`config.mk`:
```
export PLATFORM = sky130hd
export DESIGN_NAME = narrow_to_wide_fifo
export DESIGN_NICKNAME = d
export VERILOG_FILES = /design/src/rtl/fifo_pkg.sv /design/src/rtl/narrow_to_wide_fifo_mem.sv /design/src/rtl/narrow_to_wide_fifo.sv
export SDC_FILE = /design/constraint.sdc
export NUM_CORES = 1
export LEC_CHECK = 0
export BUFFER_PORTS_ARGS = -buffer_cell sky130_fd_sc_hd__buf_2
export CAP_MARGIN = 10
export CORE_AREA = 2 2 133 147
export DETAILED_ROUTE_END_ITERATION = 7
export DIE_AREA = 0 0 135 149
export PLACE_DENSITY_LB_ADDON = 0.08
export RECOVER_POWER = 100
export SYNTH_ARGS = -nofsm -noshare
export SYNTH_HDL_FRONTEND = slang
export SYNTH_HIERARCHICAL = 1
export SYNTH_SLANG_ARGS = --single-unit
```
`constraint.sdc`:
```
create_clock -name clk -period 3.6 [get_ports clk]
set_clock_uncertainty 0.15 [all_clocks]
set_input_delay 0.9 -clock clk [delete_from_list [all_inputs] [get_ports clk]]
set_output_delay 0.9 -clock clk [all_outputs]
set_load 0.005 [all_outputs]
```
`src/rtl/fifo_pkg.sv`:
```
// Shared helpers for the FIFO family: constant log2 and parameter legality checks.
package fifo_pkg;

  function automatic int unsigned clog2(input int unsigned v);
    int unsigned r;
    r = 0;
    for (int unsigned i = 0; i < 32; i++) begin
      if ((32'd1 << i) < v) r = i + 1;
    end
    return r;
  endfunction

  function automatic bit is_pow2(input int unsigned v);
    return (v != 0) && ((v & (v - 1)) == 0);
  endfunction

  // Ratio must be an integral power of two >= 2 so lanes map onto pointer LSBs.
  function automatic bit params_ok(input int unsigned in_w, input int unsigned out_w,
                                   input int unsigned depth);
    return (in_w != 0) && (out_w % in_w == 0) && (out_w / in_w >= 2) &&
           is_pow2(out_w / in_w) && is_pow2(depth) && (depth >= 2);
  endfunction

endpackage

```
`src/rtl/narrow_to_wide_fifo_mem.sv`:
```
// Simple dual-port RAM, DEPTH x (LANES*IN_WIDTH), per-lane write enables, async read.
module narrow_to_wide_fifo_mem
  import fifo_pkg::*;
#(
  parameter int unsigned IN_WIDTH = 4,
  parameter int unsigned LANES    = 2,
  parameter int unsigned DEPTH    = 32
) (
  input  logic                          clk,
  input  logic [LANES-1:0]              we,
  input  logic [clog2(DEPTH)-1:0]       waddr,
  input  logic [IN_WIDTH-1:0]           wdata,
  input  logic [clog2(DEPTH)-1:0]       raddr,
  output logic [IN_WIDTH*LANES-1:0]     rdata
);

  logic [IN_WIDTH*LANES-1:0] mem [DEPTH];

  always_ff @(posedge clk) begin
    for (int unsigned i = 0; i < LANES; i++) begin
      if (we[i]) mem[waddr][i*IN_WIDTH +: IN_WIDTH] <= wdata;
    end
  end

  assign rdata = mem[raddr];

endmodule

```
`src/rtl/narrow_to_wide_fifo.sv`:
```
// Gathering FWFT FIFO: packs OUT_WIDTH/IN_WIDTH narrow words little-endian into wide words.
// Define NARROW_TO_WIDE_FIFO_ERR_EN to add sticky overflow/underflow outputs.
module narrow_to_wide_fifo
  import fifo_pkg::*;
#(
  parameter int unsigned IN_WIDTH  = 4,
  parameter int unsigned OUT_WIDTH = 8,
  parameter int unsigned DEPTH     = 32
) (
  input  logic                 clk,
  input  logic                 rst,
  input  logic                 push,
  input  logic                 pop,
  input  logic [IN_WIDTH-1:0]  d,
  output logic [OUT_WIDTH-1:0] q,
  output logic                 full,
  output logic                 empty
`ifdef NARROW_TO_WIDE_FIFO_ERR_EN
  ,
  output logic                 overflow,
  output logic                 underflow
`endif
);

  localparam int unsigned R  = OUT_WIDTH / IN_WIDTH;
  localparam int unsigned LW = clog2(R);
  localparam int unsigned AW = clog2(DEPTH);
  localparam int unsigned PW = AW + LW;
  localparam logic [PW:0] CAP    = (PW+1)'(DEPTH * R);
  localparam logic [PW:0] R_FILL = (PW+1)'(R);

  if (!params_ok(IN_WIDTH, OUT_WIDTH, DEPTH)) begin : g_bad_params
    $error("narrow_to_wide_fifo: illegal IN_WIDTH/OUT_WIDTH/DEPTH combination");
  end

  logic [PW:0]   wr_ptr;
  logic [AW:0]   rd_ptr;
  logic [PW:0]   fill;
  logic          push_ok;
  logic          pop_ok;
  logic [R-1:0]  lane_we;

  // Read pointer scaled to narrow-slot units so fill survives wrap via modular subtract.
  assign fill    = wr_ptr - {rd_ptr, {LW{1'b0}}};
  assign full    = (fill == CAP);
  assign empty   = (fill < R_FILL);
  assign push_ok = push & ~full;
  assign pop_ok  = pop & ~empty;

  always_comb begin
    lane_we = '0;
    if (push_ok) lane_we[wr_ptr[LW-1:0]] = 1'b1;
  end

  always_ff @(posedge clk or negedge rst) begin
    if (!rst) begin
      wr_ptr <= '0;
      rd_ptr <= '0;
    end else begin
      if (push_ok) wr_ptr <= wr_ptr + (PW+1)'(1);
      if (pop_ok)  rd_ptr <= rd_ptr + (AW+1)'(1);
    end
  end

`ifdef NARROW_TO_WIDE_FIFO_ERR_EN
  always_ff @(posedge clk or negedge rst) begin
    if (!rst) begin
      overflow  <= 1'b0;
      underflow <= 1'b0;
    end else begin
      if (push & full)  overflow  <= 1'b1;
      if (pop & empty)  underflow <= 1'b1;
    end
  end
`endif

  narrow_to_wide_fifo_mem #(
    .IN_WIDTH (IN_WIDTH),
    .LANES    (R),
    .DEPTH    (DEPTH)
  ) u_mem (
    .clk   (clk),
    .we    (lane_we),
    .waddr (wr_ptr[PW-1:LW]),
    .wdata (d),
    .raddr (rd_ptr[AW-1:0]),
    .rdata (q)
  );

endmodule

```
==> results of run 1 <==
## per-layer routing
layer,vias up,track usage [%],wire length (um)
li1,2299,-,-
met1,2877,33.1,9060
met2,194,42.8,12200
met3,39,2.89,1190
met4,0,6.20,465
met5,-,0,0
## state kept, by name, summed over array words and instances (netlist names)
register	flops
rd_ptr	6
wr_ptr	7
u_mem/mem	256
## cells in the mapped netlist, drive strengths merged
| library cell | n | area [um2] |
|---|---|---|
| a2111oi | 1 | 27.5 |
| a211oi | 1 | 7.51 |
| a21boi | 1 | 18.8 |
| a21o | 2 | 16.3 |
| a21oi | 3 | 15.0 |
| and2 | 4 | 26.3 |
| and3 | 3 | 18.8 |
| buf | 14 | 91.3 |
| clkbuf | 16 | 60.1 |
| dfrtp | 13 | 325 |
| edfxtp | 256 | 7690 |
| fa | 1 | 20.0 |
| ha | 7 | 87.6 |
| inv | 7 | 26.3 |
| mux2 | 10 | 120 |
| mux4 | 80 | 1800 |
| nand2 | 4 | 15.0 |
| nand3 | 7 | 35.0 |
| nand3b | 7 | 52.6 |
| nand4 | 1 | 6.26 |
| nor2 | 67 | 259 |
| nor2b | 1 | 6.26 |
| nor3 | 2 | 10.0 |
| nor3b | 1 | 7.51 |
| o2111ai | 3 | 32.5 |
| o21ai | 4 | 23.8 |
| o21bai | 1 | 7.51 |
| o221ai | 1 | 8.76 |
| o22ai | 1 | 6.26 |
| or2 | 1 | 6.26 |
| or3 | 1 | 6.26 |
| or3b | 4 | 35.0 |
| xnor2 | 8 | 70.1 |
| xor2 | 6 | 52.6 |
## stage by stage
stage	setup WS (ns)	instance area [um2]	power, mW	cells
floorplan	0.437	11000	6.09	539
global placement	0.305	11400	6.96	788
detailed placement	0.242	11400	7.00	788
CTS	-0.239	12800	10.7	855
global route	-0.270	12800	11.1	859
finish	-0.225	12800	10.7	859
## final cells by class
class	count	area, um2
clock buffers	35	716
clock inverters	10	171
fillers	1251	6070
inverters	7	26.3
multi-input cells	233	2890
flip-flops and latches	269	8020
well taps	247	309
repair buffers	58	642
## how the worst max path moves through the flow
stage	startpoint	endpoint	slack [ns]
3_3_place_gp	rd_ptr[0]$_DFFE_PN0P_	u_mem/mem[20][1]$_DFFE_PP_	0.31
5_1_grt	rd_ptr[0]$_DFFE_PN0P_	q[3]	-0.27
4_1_cts	rd_ptr[0]$_DFFE_PN0P_	q[1]	-0.24
2_1_floorplan	wr_ptr[1]$_DFFE_PN0N_	u_mem/mem[28][0]$_DFFE_PP_	0.44
6_report	rd_ptr[0]$_DFFE_PN0P_	q[0]	-0.23
3_5_place_dp	rd_ptr[0]$_DFFE_PN0P_	u_mem/mem[20][0]$_DFFE_PP_	0.24
## power groups by stage
stage	Combinational (mW)	Clock (mW)	Sequential (mW)
final	4.12	2.82	3.73
after floorplan	2.33	0	3.76
after global placement	3.18	0	3.78
after global routing	4.38	3.01	3.74
after detailed placement	3.22	0	3.78
after CTS	4.08	2.88	3.72
## timing repair
action / CTS / global route
setup buffers: 21 / 5
cloned: 4 / 0
setup endpoints to repair: 10 / 38
pin swaps: 1 / 3
gates resized for setup: 43 / 12
## cells by family after synthesis
family | count (synthesis)
simple gates | 103
mux | 90
fa+ha+maj | 8
compound gates | 18
buf+inv | 37
xor+xnor | 14
flops | 269
==> key figures, run 1 <==
Timing
  – Hold_ws: roughly 0.27 ns
  – Minimum clock period: 3.83 ns
  – Unrepaired setup endpoints after global routing: yes
  – Final Hold Viols: 0
  – Setup violations, final: 10
  – Setup ws final: -0.225 ns
  – Max-slew violations: 90
  – Final period utilization: 106%
  – FMAX: 261 MHz
  – TNS Setup: -1.90 ns
  – Headroom to the max-slew limit: -42.9%
  – Actual slew at the worst max-slew pin: 2.14 ns

Worst setup path
  – Worst r2r dst: u_mem/mem[3][1]$_DFFE_PP_
  – Crit-path slowest cell: mux4_2
  – Critical path cell sequence: buf_8 -> buf_16 -> mux4_2 -> mux4_2 -> mux2_4 -> buf_6
  – Crit path kind: register to primary output
  – Critical Path End Type: primary output
  – Crit start category: register
  – Top Family by Delay on Critical Path: multiplexers
  – WP data required: ~2.6 ns
  – Slowest stage delay, CP: 0.53 ns
  – Reg2reg path depth: 13
  – Most used cell, CP: mux4_2
  – Worst path arrival time: approximately 2.8 ns
  – Buf+Inv Stages, Crit Path: 3
  – Crit-path max FO: 8
  – Crit path depth: 6
  – R2R Setup Slk: ~0.09 ns
  – FF-to-FF Start: rd_ptr[0]$_DFFE_PN0P_

Synthesis
  – Largest family of logic cells by synthesized area: multiplexers
  – Post-synthesis sequential area ratio: 72.9%
  – Flop and latch count out of synthesis: about 270
  – Mapped Cells: 539
  – Synth Cell Area: 11,000 um2
  – Adder-cell share of the synthesized area: 0.979%
  – Synth Area in XOR/XNOR: 1.12%
  – Post-synthesis mux area share: between 10% and 20%
  – Synthesis Warnings: 6
  – Compound-Gate Fraction of Synth Area: approximately 1.5%
  – Mean area per synthesized cell: slightly above 20 um2
  – Library cells used by synthesis: 44
  – Syn nets: 555
  – Synth Area in Simple Gates: 4.41%

Detailed routing
  – Avg WL per Cell: 26.7 um
  – Pre-antenna DRT Iters: 5
  – Iter 0 DRT Violations: 466
  – Vias per cell: 6.30
  – Routed vias: 5,409
  – Routed WL: about 23 mm
  – Number of remaining DRC errors: 0
  – Routed Antenna Nets: 0

Run status
  – Failing checks: capacitance limit, slew limit, setup timing
  – Outcome: finished with violations

Clock network
  – CTS tree: yes
  – CTS Sinks: 269
  – Cts hold-fix bufs: 0
  – Number of buffers created by CTS: 26
  – H-tree Lvls: 1
  – Clock Latency Late Sink: roughly 0.52 ns
  – Clk buf depth: 3
  – Root buffer cell: clkbuf_16
  – Clock slew at the register clock pins of the worst setup and hold paths: around 0.060 ns

Final layout
  – Commonest cells after routing, fill and taps aside: edfxtp_1 (256), mux4_2 (80), nor2_1 (56)
  – Layout cells sized above 1: 34.0%
  – Layout area overhead: 16.2%
  – N_diodes: 0
  – Final Util: 67.8%
  – Leading cell type in the layout, fill and taps excluded: edfxtp_1
  – Nets@finish: 611

Pwr
  – Switching power share of the total: between 20% and 30%
  – P_sw: roughly 3.1 mW
  – Combinational share of power: ~39%
  – Maximum vdd drop: 0.000472 V
  – P_int: 7.55 mW
  – Leak pwr: 4.14 nW
  – Clock share of power: a little over a quarter
  – PD cells: 836 nW/um2
  – Sequential Power Share: between 30% and 40%

Place
  – RePlAce Congestion: around 0.9
  – Detailed-placement wirelength estimate: 13.2 mm
  – Port Buffers: 17

Floorplan
  – Die Ht: 149 um
  – IO Pins: 18
  – Initial Util: between 50% and 60%
  – Core footprint: 18,800 um2
  – Num rows: 53
  – Die area: 20,100 um2
  – Die Width: 135 um

Global route
  – Total grt overflow: 0
  – Global-route wire length before repair: 35.8 mm
  – Gr usage total: 24.4%
  – Largest net degree at the start of global routing: 67
  – Number of global-route vias before repair: approximately 5,700
  – Initial antenna violation count: 0

Job
  – Max Cap Viol: 2

Hold path
  – Worst hold path class: primary input to async pin
(Power assumes the default switching activity.)
==> inputs of run 2 (changes only) <==
Settings changed: ABC_AREA from default to 1, CORE_AREA 2 2 133 147 to 3 3 139 154, DIE_AREA 0 0 135 149 to 0 0 142 157.
Clock period 3.6 ns to 4.55 ns, I/O delays scaled along.
==> key figures, run 2 <==
Final layout
  – Layout area overhead: 7.98%
  – Top Registers: u_mem/mem (256), wr_ptr (7), rd_ptr (6)
  – Nets@finish: 1,142
  – Final Util: 64.7%
  – N_diodes: 0
  – Leading cell type in the layout, fill and taps excluded: nand2_1
  – Most flop-heavy register: u_mem/mem
  – Commonest cells after routing, fill and taps aside: nand2_1 (435), edfxtp_1 (256), nand3_1 (216)
  – Layout cells sized above 1: 5.67%
  – Max FFs per register: ~260

Floorplan
  – IO Pins: 18
  – Num rows: 54
  – Initial Util: 59.9%
  – Die Ht: 157 um
  – Core footprint: roughly 20,000 um2
  – Die area: 22,300 um2
  – Die Width: between 100 and 150 um

Pwr
  – PD cells: 609 nW/um2
  – P_sw: 2.91 mW
  – Maximum vdd drop: around 0.00053 V
  – P_int: 4.95 mW
  – Switching power share of the total: 37.0%
  – Clock share of power: between 20 and 30%
  – Leak pwr: 4.88 nW
  – Final Power: 7.86 mW
  – Combinational share of power: 34.2%
  – Sequential Power Share: 37.7%

Timing
  – Max-slew violations: around 180
  – Headroom to the max-slew limit: -20.1%
  – Minimum clock period: about 4.2 ns
  – Setup violations, final: 0
  – Actual slew at the worst max-slew pin: 1.80 ns
  – Final period utilization: 91.3%
  – Setup ws final: 0.398 ns
  – TNS Setup: 0 ns
  – Unrepaired setup endpoints after global routing: no
  – FMAX: 241 MHz
  – Final Hold Viols: 0

Detailed routing
  – Avg WL per Cell: 19.3 um
  – Routed WL: 26.9 mm
  – Routed vias: 7,942
  – Number of remaining DRC errors: 0
  – Vias per cell: 5.68
  – Routed Antenna Nets: 0
  – Iter 0 DRT Violations: 627
  – Pre-antenna DRT Iters: 5

Global route
  – Number of global-route vias before repair: 7,923
  – Largest net degree at the start of global routing: 113
  – Global-route wire length before repair: 42.9 mm
  – Met1 usage in global routing: around 33%
  – Initial antenna violation count: 0
  – Gr usage total: 24.8%
  – GR Util met2: 42.0%
  – Grt met3 use: 3.80%
  – Grt peak-use layer: met2
  – Total grt overflow: 0

Worst setup path
  – Critical Path End Type: primary output
  – WP data required: 3.26 ns
  – R2R Setup Slk: 0.58 ns
  – Crit start category: register
  – Crit path kind: register to primary output
  – FF-to-FF Start: rd_ptr[0]$_DFFE_PN0P_
  – Crit-path max FO: between 40 and 50
  – Worst r2r dst: u_mem/mem[21][1]$_DFFE_PP_
  – Worst path arrival time: about 2.9 ns
  – Reg2reg path depth: 15

Place
  – Port Buffers: 17
  – RePlAce Congestion: 0.844
  – Detailed-placement wirelength estimate: 16.9 mm
  – Pre-CTS setup slack: 0.808 ns

Clock network
  – Clk buf depth: 3
  – Root buffer cell: clkbuf_16
  – Postcts setup bufs: 0
  – Number of buffers created by CTS: 28
  – Clock slew at the register clock pins of the worst setup and hold paths: roughly 0.060 ns
  – CTS tree: yes
  – CTS Sinks: about 270
  – Clock Latency Late Sink: 0.53 ns
  – H-tree Lvls: 1

Run status
  – Failing checks: capacitance limit, slew limit
  – Outcome: finished with violations

Synthesis
  – EDFF count, synth: 256
  – Library cells used by synthesis: 26
  – Ranking of synthesized cells by area: edfxtp_1 (64%), nand2_1 (14%), nand3_1 (9.0%)
  – Post-synth top area share: 64.4%
  – Syn nets: 1,139
  – Mean area per synthesized cell: 10.6 um2
  – Mapped Cells: 1,123
  – Synth Cell Area: 11,900 um2
  – Synthesis Warnings: 6
  – Post-synth ARST share: around 4.8%
  – Leading area contributor after synthesis: edfxtp_1
  – Top-count cell post-synth: nand2_1
  – Ys flop type: edfxtp_1
  – Synth cell count leaders: nand2_1 (432), edfxtp_1 (256), nand3_1 (214)
  – Post-synthesis sequential area ratio: between 60% and 70%
  – Flop and latch count out of synthesis: roughly 270

Hold path
  – Worst hold path class: register to register
  – WHS Endpoint: wr_ptr[6]$_DFFE_PN0N_
  – Hold_sp: wr_ptr[6]$_DFFE_PN0N_
  – Hold-critical path depth: 2

Job
  – Max Cap Viol: 5
[run 2: changes by cell type after synthesis, moves of 25 or more]
cell,previous run,this run
inv_1,7,34
mux4_2,80,0
nand2_1,4,432
nand3_1,7,214
nor2_1,66,41
nor3_1,2,38
[run 2: critical path: stages (launching register included)]
cell,delay (ns)
dfrtp_2,0.55
inv_2,0.66
clkbuf_2,0.40
nand3_1,0.14
nand3_1,0.12
nand2_1,0.07
nand2_1,0.07
nand2_1,0.06
nand2_1,0.05
nand2_1,0.07
buf_2,0.13
[run 2: how the worst max path moves through the flow]
stage,endpoint,start
detailed placement,q[2],rd_ptr[0]$_DFFE_PN0P_
global route,q[4],rd_ptr[1]$_DFFE_PN0P_
global placement,q[2],rd_ptr[0]$_DFFE_PN0P_
CTS,q[2],rd_ptr[0]$_DFFE_PN0P_
finish,q[4],rd_ptr[1]$_DFFE_PN0P_
floorplan,empty,rd_ptr[0]$_DFFE_PN0P_
[run 2: cell type report]
| type | count | area, um2 |
|---|---|---|
| Multi-Input combinational cell | 756 | 3310 |
| Timing Repair Buffer | 33 | 210 |
| Sequential cell | 269 | 8020 |
| Clock inverter | 9 | 95.1 |
| Inverter | 38 | 144 |
| Tap cell | 252 | 315 |
| Clock buffer | 42 | 805 |
| Fill cell | 1598 | 7030 |
[run 2: cells by family (layout without fill, tap and decap cells)]
kind of cell,after synthesis,count (layout),synth area share (%)
AND/OR/NAND/NOR,736,736,26.4
buffers and inverters,98,122,4.84
adder cells (fa/ha/maj),8,8,0.901
XOR/XNOR,10,10,0.733
flip-flops,269,269,67.1
AO/OA/AOI/OAI,2,2,0.0838
[run 2: routing by layer]
| layer | up-vias | share of wire [%] | wire [um] |
|---|---|---|---|
| li1 | 3857 | - | - |
| met1 | 3762 | 41 | 11100 |
| met2 | 275 | 50 | 13500 |
| met3 | 48 | 6.3 | 1690 |
| met4 | 0 | 2.2 | 584 |
| met5 | - | 0 | 0 |
[run 2: power by group through the flow]
| stage | registers [mW] | logic (mW) | clock network (mW) |
|---|---|---|---|
| finish | 2.96 | 2.69 | 2.20 |
| global route | 2.98 | 3.00 | 2.35 |
| CTS | 2.96 | 2.75 | 2.24 |
| detailed placement | 3.01 | 2.74 | 0 |
| global placement | 3.01 | 2.68 | 0 |
| floorplan | 2.93 | 2.10 | 0 |
[run 2: what timing repair did]
action                                  in CTS  in global routing
endpoints found under the setup margin       0                  2
hold endpoints to repair                     0                  0
resized for setup                            0                  1
hold buffers                                 0                  0
[run 2: metrics by stage]
| step | hold slack [ns] | area, um2 | std cells |
|---|---|---|---|
| final | 0.426 | 12900 | 1399 |
| after global placement | 0.395 | 12000 | 1347 |
| after floorplan | 0.311 | 11900 | 1123 |
| after detailed placement | 0.406 | 12100 | 1348 |
| after global routing | 0.459 | 12900 | 1399 |
| after CTS | 0.335 | 13000 | 1399 |
==> inputs of run 3 (changes only) <==
Settings changed: CTS_BUF_LIST from default to sky130_fd_sc_hd__clkbuf_2.
==> key figures, run 3 (synthesis results as in run 2) <==
Run status
  – Outcome: finished with violations
  – Failing checks: capacitance limit, slew limit

Worst setup path
  – Crit-path max FO: 41
  – Critical Path End Type: primary output
  – Crit path kind: register to primary output
  – WP data required: 3.26 ns
  – Crit start category: register
  – Worst path arrival time: 3.00 ns

Final layout
  – Max FFs per register: 256
  – Layout area overhead: 6.24%
  – Nets@finish: approximately 1,200
  – Commonest cells after routing, fill and taps aside: nand2_1 (435), edfxtp_1 (256), nand3_1 (215)
  – Top Registers: u_mem/mem (256), wr_ptr (7), rd_ptr (6)
  – Layout cells sized above 1: 10.6%
  – Most flop-heavy register: u_mem/mem
  – Leading cell type in the layout, fill and taps excluded: nand2_1

Clock network
  – Clk buf depth: 3
  – Clock Latency Late Sink: between 0.7 and 0.8 ns
  – CTS tree: yes
  – CTS Sinks: roughly 270
  – Clock slew at the register clock pins of the worst setup and hold paths: 0.11 ns
  – Postcts setup bufs: 0
  – H-tree Lvls: 3
  – Root buffer cell: clkbuf_2
  – Number of buffers created by CTS: 68

Place
  – RePlAce Congestion: 0.844
  – Detailed-placement wirelength estimate: 16.9 mm
  – Port Buffers: 17

Detailed routing
  – Avg WL per Cell: between 15 and 20 um
  – Iter 0 DRT Violations: 677
  – Pre-antenna DRT Iters: 5
  – Vias per cell: 5.61
  – Number of remaining DRC errors: 0
  – Routed Antenna Nets: 0
  – Routed WL: 27.1 mm
  – Routed vias: 8,214

Floorplan
  – Num rows: 54
  – Die Ht: 157 um
  – IO Pins: 18
  – Die Width: approximately 140 um
  – Initial Util: between 50 and 60%
  – Die area: 22,300 um2
  – Core footprint: 19,900 um2

Global route
  – Largest net degree at the start of global routing: ~110
  – Number of global-route vias before repair: a little over 8,000
  – Initial antenna violation count: 1
  – Global-route wire length before repair: approximately 43 mm
  – Total grt overflow: 0
  – Gr usage total: 25.3%

Pwr
  – Maximum vdd drop: 0.000447 V
  – Leak pwr: 4.93 nW
  – PD cells: 579 nW/um2

Timing
  – Final Hold Viols: 0
  – Unrepaired setup endpoints after global routing: no
  – Actual slew at the worst max-slew pin: between 1.5 and 2 ns
  – Hold_ws: 0.431 ns
  – TNS Setup: 0 ns
  – Setup violations, final: 0
  – Minimum clock period: 4.29 ns
  – Final period utilization: 94.3%
  – Headroom to the max-slew limit: -18.7%
  – FMAX: roughly 230 MHz
  – Max-slew violations: 178

Job
  – Max Cap Viol: 5

Hold path
  – Worst hold path class: register to register
-- run 3: changes by cell type in the layout (fill, tap and decap cells not counted), moves of 2 or more --
cell / delta
clkbuf_2: +89
clkbuf_16: -29
clkinv_1: +14
clkbuf_1: -13
buf_2: +3
clkinv_2: -3
bufinv_16: +2
clkbuf_8: -2
inv_2: +2
-- run 3: report_power, final --
| part | internal, mW | switching, mW |
|---|---|---|
| combinational | 0.820 | 1.89 |
| sequential | 2.81 | 0.144 |
| clock | 0.766 | 0.913 |
-- run 3: final timing paths --
path                       slack, ns  cells after the start                         end                  start
max in group asynchronous       2.92                      2       rd_ptr[0]$_DFFE_PN0P_                    rst
max                             0.26                     10                        q[4]  rd_ptr[1]$_DFFE_PN0P_
max reg2reg                     0.53                     15  u_mem/mem[10][0]$_DFFE_PP_  rd_ptr[0]$_DFFE_PN0P_
min reg2reg                     0.43                      2       rd_ptr[5]$_DFFE_PN0P_  rd_ptr[5]$_DFFE_PN0P_
min in group asynchronous       0.77                      2       wr_ptr[5]$_DFFE_PN0N_                    rst
min                             0.43                      2       rd_ptr[5]$_DFFE_PN0P_  rd_ptr[5]$_DFFE_PN0P_
-- run 3: worst max-delay path, stage by stage (launching register included) --
cell and delay (ns):
dfrtp_2 0.57, inv_2 0.65, buf_4 0.33, nand3_1 0.12, nand3_1 0.12, nand2_1 0.08, nand2_1 0.07, nand2_1 0.06
nand2_1 0.05, nand2_1 0.07, buf_2 0.13
-- run 3: through the flow --
stage          cell area (um2)  cells  power [mW]  setup slack [ns]  util (%)
2_1_floorplan            11900   1123        5.03              1.50         -
3_3_place_gp             12000   1347        5.69             0.831      60.4
3_5_place_dp             12100   1348        5.74             0.808      60.5
4_1_cts                  12700   1463        7.43             0.205      63.9
5_1_grt                  12700   1465        7.89            0.0211      63.7
6_report                 12700   1465        7.35             0.261      63.7
-- run 3: repair_timing --
action | in CTS | in global routing
endpoints found under the setup margin | 4 | 3
hold buffers | 0 | 1
pin swaps | 0 | 0
hold endpoints to repair | 0 | 3
resized for setup | 1 | 1
-- run 3: layout make-up --
| type | count | area [um2] |
|---|---|---|
| Tap cell | 252 | 315 |
| Inverter | 38 | 144 |
| Clock buffer | 90 | 450 |
| Multi-Input combinational cell | 756 | 3320 |
| Sequential cell | 269 | 8020 |
| Antenna cell | 1 | 2.50 |
| Timing Repair Buffer | 34 | 229 |
| Clock inverter | 25 | 208 |
| Fill cell | 1657 | 7240 |
-- run 3: metal layers --
metal	track usage (%)	vias up	part of all wire, %
li1	-	3976	-
met1	32.5	3882	41
met2	42.5	318	50
met3	5.47	38	7.0
met4	9.41	0	1.9
met5	0	-	0
